### config.mk
export PLATFORM = sky130hd
export DESIGN_NAME = regfile_scoreboard
export DESIGN_NICKNAME = d
export VERILOG_FILES = /design/src/rtl/regfile_scoreboard.sv
export SDC_FILE = /design/constraint.sdc
export NUM_CORES = 1
export LEC_CHECK = 0
export BUFFER_PORTS_ARGS = -buffer_cell sky130_fd_sc_hd__buf_2
export CAP_MARGIN = 10
export CORE_AREA = 2 2 173 175
export CTS_BUF_LIST = sky130_fd_sc_hd__clkbuf_4
export CTS_CLUSTER_DIAMETER = 150
export CTS_CLUSTER_SIZE = 40
export DETAILED_ROUTE_END_ITERATION = 10
export DIE_AREA = 0 0 175 177
export RECOVER_POWER = 25
export SYNTH_ARGS = -nofsm -noshare
export SYNTH_HDL_FRONTEND = slang
export SYNTH_SLANG_ARGS = --single-unit
### constraint.sdc
create_clock -name clk -period 4.67 [get_ports clk]
set_input_delay 0.934 -clock clk [delete_from_list [all_inputs] [get_ports clk]]
set_output_delay 0.934 -clock clk [all_outputs]
set_load 0.005 [all_outputs]
### src/rtl/regfile_scoreboard.sv
// regfile_scoreboard: 2R/1W register file with per-register pending bits; optional REGFILE_BYPASS_EN write-through.
// Latency: reads 0 cycles, write/reserve/pend_cnt 1 cycle; no backpressure, decode stalls on rd_busy.
module regfile_scoreboard #(
  parameter int DW      = 8,
  parameter int NREG    = 16,
  parameter int AW      = 4,
  parameter int ZERO_R0 = 0
) (
  input  logic          clk,
  input  logic          rst,
  input  logic [AW-1:0] rd_addr0,
  input  logic [AW-1:0] rd_addr1,
  output logic [DW-1:0] rd_data0,
  output logic [DW-1:0] rd_data1,
  output logic          rd_busy0,
  output logic          rd_busy1,
  input  logic          wr_en,
  input  logic [AW-1:0] wr_addr,
  input  logic [DW-1:0] wr_data,
  input  logic          rsv_en,
  input  logic [AW-1:0] rsv_addr,
  output logic [AW:0]   pend_cnt,
  output logic          err_rsv
);

  localparam logic [AW:0] CNT_ONE = 1;

  logic [DW-1:0]   regs [NREG];
  logic [NREG-1:0] pend;
  logic            wr_act;
  logic            rsv_act;
  logic            same_addr;
  logic            cnt_inc;
  logic            cnt_dec;

  // Under ZERO_R0 any access to register 0 is dropped before it touches state.
  assign wr_act    = wr_en  && !((ZERO_R0 != 0) && (wr_addr  == '0));
  assign rsv_act   = rsv_en && !((ZERO_R0 != 0) && (rsv_addr == '0));
  assign same_addr = wr_act && rsv_act && (wr_addr == rsv_addr);

  // Same-address write+reserve retires one op and starts another: pending count unchanged if already set.
  assign cnt_inc = rsv_act && !pend[rsv_addr];
  assign cnt_dec = wr_act && pend[wr_addr] && !same_addr;

  always_ff @(posedge clk) begin
    if (rst) begin
      for (int i = 0; i < NREG; i++) regs[i] <= '0;
      pend     <= '0;
      pend_cnt <= '0;
      err_rsv  <= 1'b0;
    end else begin
      if (wr_act) begin
        regs[wr_addr] <= wr_data;
        pend[wr_addr] <= 1'b0;
      end
      if (rsv_act) pend[rsv_addr] <= 1'b1;
      if (cnt_inc && !cnt_dec)      pend_cnt <= pend_cnt + CNT_ONE;
      else if (cnt_dec && !cnt_inc) pend_cnt <= pend_cnt - CNT_ONE;
      if (rsv_act && pend[rsv_addr] && !same_addr) err_rsv <= 1'b1;
    end
  end

  always_comb begin
    rd_data0 = regs[rd_addr0];
    rd_busy0 = pend[rd_addr0];
    rd_data1 = regs[rd_addr1];
    rd_busy1 = pend[rd_addr1];
`ifdef REGFILE_BYPASS_EN
    if (wr_act && (wr_addr == rd_addr0)) begin
      rd_data0 = wr_data;
      rd_busy0 = rsv_act && (rsv_addr == rd_addr0);
    end
    if (wr_act && (wr_addr == rd_addr1)) begin
      rd_data1 = wr_data;
      rd_busy1 = rsv_act && (rsv_addr == rd_addr1);
    end
`endif
    if ((ZERO_R0 != 0) && (rd_addr0 == '0)) begin
      rd_data0 = '0;
      rd_busy0 = 1'b0;
    end
    if ((ZERO_R0 != 0) && (rd_addr1 == '0)) begin
      rd_data1 = '0;
      rd_busy1 = 1'b0;
    end
  end

endmodule
==> Flow_metrics.wiki, run 1 <==
{| class="wikitable"
! Metric !! Value
|-
| Clock transition at the register clock pins on the worst setup and hold paths after CTS || between 100 and 150 ps
|-
| Global-route wire length before repair || roughly 33000 um
|-
| Proportion of synthesized flip-flops having asynchronous set or reset || 0%
|-
| Crit path kind || in -> reg
|-
| Placed instance count || around 980
|-
| Insertion delay to the later sink of the worst-skew pair || 560 ps
|-
| Count of buffers from port buffering || between 50 and 60
|-
| Number of vias in the routed layout || around 5100
|-
| Starting density of the core || about 30%
|-
| Pwr per Cell Area || 305 nW/um2
|-
| Via count of the first global-routing pass || 5133
|-
| F_max || roughly 0.26 GHz
|-
| CTS HTree Levels || 4
|-
| Clock tree from TritonCTS || built
|-
| Filler cell count in the final layout || between 2000 and 3000
|-
| Routed vias/inst || between 5 and 6
|-
| DP Wirelength || approximately 15000 um
|-
| Final total power || just under 0.003 W
|-
| Max rail drop VDD || between 100 and 150 uV
|-
| Total setup buffers inserted after CTS || 0
|-
| Reg2Reg Depth || 11
|-
| Final clock period utilization by the worst path || between 80% and 90%
|-
| Sequential Area || between 4000 and 5000 um2
|-
| Clock root cell || clkbuf_4
|-
| Post-synth top flop || edfxtp_1
|-
| Number of hold violations in the final report || 0
|-
| Overall routing resource usage || 14.4%
|-
| Warning count from the yosys run || 0
|-
| Worst clock skew || roughly 11 ps
|-
| PnR worst setup slack || around 850 ps
|-
| Area added between synthesis and finish || 10.6%
|-
| Hold-fix buffer count after cts || 0
|-
| Reg2Reg Launch Point || pend[15]
|-
| Fraction of final layout cells sized beyond drive strength 1 || roughly a fifth
|-
| Static Leak || 3.51 nW
|-
| Post-placement cell area || 9250 um2
|-
| Slew Limit Headroom || between 20% and 30%
|-
| Cell Count, Final, Fillers Out || a little over 1000
|-
| Initial antenna violation count || 5
|-
| Number of standard-cell rows in the floorplan || 63
|-
| Part of the Yosys area used for sequential elements || between 40% and 50%
|-
| Status || finished clean
|-
| Sink of the worst hold path || err_rsv
|-
| Number of flops mapped to enable cells by yosys || roughly 130
|-
| Drc violations || 0
|-
| FF+latch count, synth || 150
|-
| Largest net degree at the start of global routing || 37
|-
| Number of optimization iterations in the first detailed-route pass || 5
|-
| Final Net Count || ~640
|-
| Critical path arrival || ~4300 ps
|-
| Placer congestion estimate || between 0.8 and 0.9
|-
| Final cell area excluding filler cells || between 9000 and 10000 um2
|-
| Mapped Area || a little under 9000 um2
|-
| Number of standard cells after synthesis || 571
|-
| Syn_nets || 605
|-
| Depth of the worst hold-timing path || 2
|-
| Number of resized instances in the post-cts repair step || 0
|-
| Type of the most critical hold path || reg -> reg
|-
| Die Y || roughly 180 um
|-
| Pins Over Slew Limit || 0
|-
| R2R Setup Slk || between 1000 and 1500 ps
|-
| Worst Path Max Fanout || 13
|-
| Clock period minus final worst setup slack || roughly 3800 ps
|-
| Chip width || 175 um
|-
| Violation count after the first detailed-route iteration || 400
|-
| FF-to-FF End || pend_cnt[4]
|-
| Clock buffers created by TritonCTS || 17
|-
| Type of origin of the critical path || primary input
|-
| Data required time at the worst endpoint || 5140 ps
|-
| Total of endpoints with negative setup slack in the final report || 0
|-
| Ports || 52
|-
| Tightest Pin Transition || 1100 ps
|-
| Origin of the worst min-delay path || err_rsv
|-
| WL/cell || 21.1 um
|-
| Die ar. || about 31000 um2
|-
| Post-Place Worst Slack || approximately 490 ps
|-
| Total overflow reported by the global router || 0
|-
| Core Box Area || 29200 um2
|-
| Number of library cell types mapped by synthesis || 37
|-
| Footprint of the multi-input gates || 4080 um2
|-
| Count of nets left with antenna violations after detail routing || 0
|-
| Aggregate negative setup slack || 0 ps
|-
| Maximum buffer depth of the clock tree || 2
|-
| Capturing element type of the critical path || flip-flop
|-
| Number of violations of the max-capacitance limit || 0
|-
| CTS sink count || 150
|-
| Post-synthesis average cell area || 15.2 um2
|-
| RSZ-0062 raised after global routing || false
|-
| Wirelength, routed || 21400 um
|}
## registers in the layout, indices dropped and copies added (netlist names)
signal	flops
pend	16
pend_cnt	5
err_rsv	1
regs	128
## synthesized netlist by cell type (7+ instances only)
library cell,count,area [um2]
edfxtp_1,128,3840
and2_1,130,813
a21o_1,12,90.1
nor2b_1,7,43.8
mux4_1,68,1790
nor2_1,29,109
clkbuf_1,28,105
mux4_2,31,698
o21ai_0,14,70.1
nand2_1,18,67.6
dfxtp_1,22,440
inv_1,21,78.8
## cell usage in the layout, fill, tap and decap left out, drive strengths merged, types with 2 or more instances in the layout
| master | count |
|---|---|
| and2 | 130 |
| edfxtp | 128 |
| mux4 | 99 |
| buf | 55 |
| nor2 | 29 |
| inv | 24 |
| dfxtp | 22 |
| clkbuf | 21 |
| nand2 | 18 |
| o21ai | 14 |
| a21o | 12 |
| nor2b | 7 |
| xor2 | 6 |
| nand3 | 6 |
| a21oi | 5 |
| ha | 5 |
| mux2i | 4 |
| o21bai | 4 |
| bufinv | 4 |
| clkinv | 4 |
| nor3 | 3 |
| nor3b | 3 |
| clkinvlp | 3 |
| diode | 2 |
| nand2b | 2 |
| o22ai | 2 |
## routing by layer
metal / track usage [%] / wire, um
met1: 18.4 / 9300
met4: 3.82 / 210
met5: 0 / 44
met2: 25.0 / 10900
met3: 2.90 / 993
## final cells by class
type                            count  area share, %
Antenna cell                        2         0.0522
Clock buffer                       18           1.41
Clock inverter                     14           2.06
Inverter                           21          0.823
Multi-Input combinational cell    360           42.5
Sequential cell                   150           44.7
Tap cell                          390           5.09
Timing Repair Buffer               58           3.30
## where the power goes
group	leakage (nW)	internal [W]	switching, W	total (W)
clock	0.169	0.000436	0.000496	0.000932
combinational	1.94	0.000206	0.000215	0.000421
sequential	1.40	0.00153	0.0000414	0.00157
## kinds of logic after synthesis
kind of cell	share of synthesized area, %
AOI/OAI and AO/OA	2.89
xor gates and xnor gates	0.708
adders and majority gates	0.954
buffers and inverters	3.45
DFF	49.5
muxes	29.3
and+or+nand+nor	13.2
## metrics by stage
| stage | utilization [%] | hold slack, ps |
|---|---|---|
| floorplan | - | 461 |
| global placement | 31.6 | 462 |
| detailed placement | 31.6 | 491 |
| CTS | 32.8 | 526 |
| global route | 32.8 | 556 |
| finish | 32.8 | 511 |
## critical path: stages
cell	delay [ps]
clkbuf_1	440
mux4_2	580
mux4_2	490
nand3_1	110
ha_1	210
inv_1	110
ha_1	310
nor2b_1	140
o21a_1	170
or3_1	300
a21oi_1	170
mux2_2	340
## worst max-delay path by stage
stage,startpoint,endpoint,cells past startpoint
finish,wr_addr[0],pend_cnt[4],12
global route,wr_addr[0],pend_cnt[4],12
CTS,rd_addr0[1],rd_data0[5],5
detailed placement,wr_addr[0],pend_cnt[4],12
global placement,wr_addr[0],pend_cnt[4],12
floorplan,wr_addr[1],pend_cnt[4],12
No activity file was read; power rests on OpenSTA's default activity.
==> run 2, diff against run 1 <==
Settings changed: ABC_AREA set to 1.
Clock period 4.67 ns to 3.9 ns, I/O delays scaled along.
==> Flow_metrics.wiki, run 2 <==
{| class="wikitable"
! Metric !! Value
|-
| Status || finished clean
|-
| Number of optimization iterations in the first detailed-route pass || 6 (+1)
|-
| Type of origin of the critical path || primary input
|-
| Top-count cell post-synth || nand2_1
|-
| R2R Setup Slk || 1420 ps (+50 ps)
|-
| Max rail drop VDD || 153 uV (+10%)
|-
| Worst Path Max Fanout || 64 (+51)
|-
| Overall routing resource usage || 17.9% (+3.5 points)
|-
| Maximum buffer depth of the clock tree || 2 (unchanged)
|-
| Number of violations of the max-capacitance limit || 0 (unchanged)
|-
| Area added between synthesis and finish || 9.89%
|-
| Placer congestion estimate || 0.880 (+5.2%)
|-
| Data required time at the worst endpoint || 3120 ps (-2020 ps)
|-
| Violation count after the first detailed-route iteration || 922 (+130%)
|-
| Clock buffers created by TritonCTS || 17 (unchanged)
|-
| F_max || about 0.32 GHz
|-
| Most flop-heavy register || regs
|-
| Post-synth top flop || edfxtp_1
|-
| Final Net Count || 1115 (+74%)
|-
| Total overflow reported by the global router || 0 (unchanged)
|-
| Total of endpoints with negative setup slack in the final report || 0 (unchanged)
|-
| Die ar. || 31000 um2 (unchanged)
|-
| Filler cell count in the final layout || 3067 (+9.9%)
|-
| Slew Limit Headroom || 42.8% (+16 points)
|-
| Initial antenna violation count || 1 (-4)
|-
| Hold-fix buffer count after cts || 0 (unchanged)
|-
| Clock period minus final worst setup slack || between 3000 and 4000 ps
|-
| Synth top cells by count || nand2_1 (165), nor2_1 (141), edfxtp_1 (128)
|-
| Most used cell along the critical path || nand3_1
|-
| Starting density of the core || 29.5% (-0.10 points)
|-
| Pwr per Cell Area || 374 nW/um2 (+23%)
|-
| Clock tree from TritonCTS || built
|-
| Cell Count, Final, Fillers Out || 1485 (+47%)
|-
| CTS sink count || 150 (unchanged)
|-
| Delay contributed by the slowest stage of the critical path || 490 ps (-90 ps)
|-
| Pins Over Slew Limit || 0 (unchanged)
|-
| Area share of the largest cell type after synthesis || 44.5% (+0.15 points)
|-
| Largest registers || regs (128), pend (16), pend_cnt (5)
|-
| Number of standard cells after synthesis || 1068 (+87%)
|-
| DP Wirelength || 18400 um (+19%)
|-
| Mapped Area || 8630 um2 (-0.35%)
|-
| Max FFs per register || 128 (unchanged)
|-
| Biggest area consumer among synthesized cells || edfxtp_1
|-
| Crit path kind || in -> out
|-
| Chip width || 175 um (unchanged)
|-
| Final clock period utilization by the worst path || about four fifths
|-
| Drc violations || 0 (unchanged)
|-
| Syn_nets || 1102 (+82%)
|-
| Post-synthesis average cell area || 8.08 um2 (-47%)
|-
| Clock transition at the register clock pins on the worst setup and hold paths after CTS || 130 ps (about the same)
|-
| Fraction of final layout cells sized beyond drive strength 1 || 8.78% (-10 points)
|-
| Worst clock skew || 11.5 ps (+0.404 ps)
|-
| Die Y || 177 um (unchanged)
|-
| Proportion of synthesized flip-flops having asynchronous set or reset || 0% (unchanged)
|-
| Global-route wire length before repair || 42300 um (+30%)
|-
| Wirelength, routed || 27600 um (+29%)
|-
| Ports || 52 (unchanged)
|-
| Number of library cell types mapped by synthesis || 31 (-16%)
|-
| Number of vias in the routed layout || 7871 (+53%)
|-
| Static Leak || 3.76 nW (+7.2%)
|-
| Count of buffers from port buffering || 51 (unchanged)
|-
| Number of hold violations in the final report || 0 (unchanged)
|-
| Sequence of cells on the critical path || buf_4, buf_12, a21oi_1, o21ai_0, nand3_1, nand3_1, nand2_1, buf_2
|-
| Clock root cell || clkbuf_4
|-
| Core Box Area || 29200 um2 (unchanged)
|-
| Tightest Pin Transition || 857 ps (-244 ps)
|-
| Critical path arrival || 2390 ps (-1910 ps)
|-
| FF+latch count, synth || 150 (unchanged)
|-
| Via count of the first global-routing pass || 7176 (+40%)
|-
| Number of resized instances in the post-cts repair step || 0 (unchanged)
|-
| Number of standard-cell rows in the floorplan || 63 (unchanged)
|-
| CTS HTree Levels || 4 (unchanged)
|-
| Dominant cells by area after synthesis || edfxtp_1 (45%), nand2_1 (7.2%), nand3_1 (6.7%), o211ai_1 (6.3%), nor2_1 (6.1%)
|-
| Fin util || 32.4% (-0.34 points)
|-
| Part of the Yosys area used for sequential elements || 49.6% (+0.17 points)
|-
| Aggregate negative setup slack || 0 ps (unchanged)
|-
| Most frequent cells in the layout || nand2_1 (166), nor2_1 (141), edfxtp_1 (128)
|-
| Placed instance count || 1452 (+48%)
|-
| Capturing element type of the critical path || primary output
|-
| Number of flops mapped to enable cells by yosys || 128 (unchanged)
|-
| WL/cell || 18.6 um (-12%)
|-
| Largest net degree at the start of global routing || 73 (+97%)
|-
| Worst path slowest cell || buf_4
|-
| Warning count from the yosys run || 0 (unchanged)
|-
| Total setup buffers inserted after CTS || 0 (unchanged)
|-
| Type of the most critical hold path || reg -> reg
|-
| Routed vias/inst || 5.30 (+4.6%)
|-
| RSZ-0062 raised after global routing || false
|-
| Count of nets left with antenna violations after detail routing || 0 (unchanged)
|-
| Worst hold margin || 461 ps (-50.0 ps)
|-
| Leading cell type in the layout, fill and taps excluded || nand2_1
|-
| Insertion delay to the later sink of the worst-skew pair || 590 ps (+30 ps)
|}
## run 2: changes by cell type in the layout (fill, tap and decap cells not counted), moves of 12 or more
cell / change
nand2_1: +148
and2_1: -125
nor2_1: +112
nand3_1: +109
inv_1: +101
a21oi_1: +77
o21ai_0: +77
o211ai_1: +72
mux4_1: -68
mux4_2: -31
o22ai_1: +14
a21o_1: -12
## run 2: final timing paths
kind / depth (start not counted) / startpoint / to
min: 2 / err_rsv / err_rsv
min reg2reg: 2 / err_rsv / err_rsv
max: 8 / rd_addr1[0] / rd_data1[5]
max reg2reg: 14 / pend[3] / pend_cnt[4]
## run 2: layer usage
metal	global-route usage (%)	wire length, um	up-vias
li1	-	-	3695
met1	24.7	12200	3749
met2	27.9	12500	373
met3	2.77	1920	54
met4	7.74	989	0
met5	0	0	-
## run 2: logic make-up after synthesis
group           share of synthesized area (%)
simple gates                             21.9
compound gates                           17.7
buf+inv                                  9.27
flops                                    49.6
fa+ha+maj                               0.957
xor+xnor                                0.507
## run 2: area by class of cell
| class | instances | area [um2] | share of cell area [%] |
|---|---|---|---|
| Antenna cell | 1 | 2.50 | 0.0264 |
| Clock inverter | 14 | 183 | 1.93 |
| Tap cell | 390 | 488 | 5.15 |
| Clock buffer | 18 | 135 | 1.42 |
| Timing Repair Buffer | 63 | 398 | 4.20 |
| Sequential cell | 150 | 4280 | 45.2 |
| Inverter | 131 | 492 | 5.19 |
| Multi-Input combinational cell | 718 | 3500 | 36.9 |
## run 2: report_power, final
group / switching (W) / leakage (nW) / internal [W]
clock network: 0.000597 / 0.165 / 0.000510
logic: 0.000398 / 2.20 / 0.000172
registers: 0.0000420 / 1.40 / 0.00183
## run 2: worst max-delay path: cells and delay by family
kind                   cells  cell delay, ps
AO/OA/AOI/OAI              2             190
buffers and inverters      3             970
AND/OR/NAND/NOR            3             390
## run 2: through the flow
| step | setup WS, ps | area, um2 | total power (W) |
|---|---|---|---|
| after floorplan | 1210 | 8630 | 0.00226 |
| after global placement | 788 | 9210 | 0.00246 |
| after detailed placement | 592 | 9210 | 0.00247 |
| after CTS | 774 | 9530 | 0.00355 |
| after global routing | 597 | 9480 | 0.00369 |
| final | 733 | 9480 | 0.00355 |
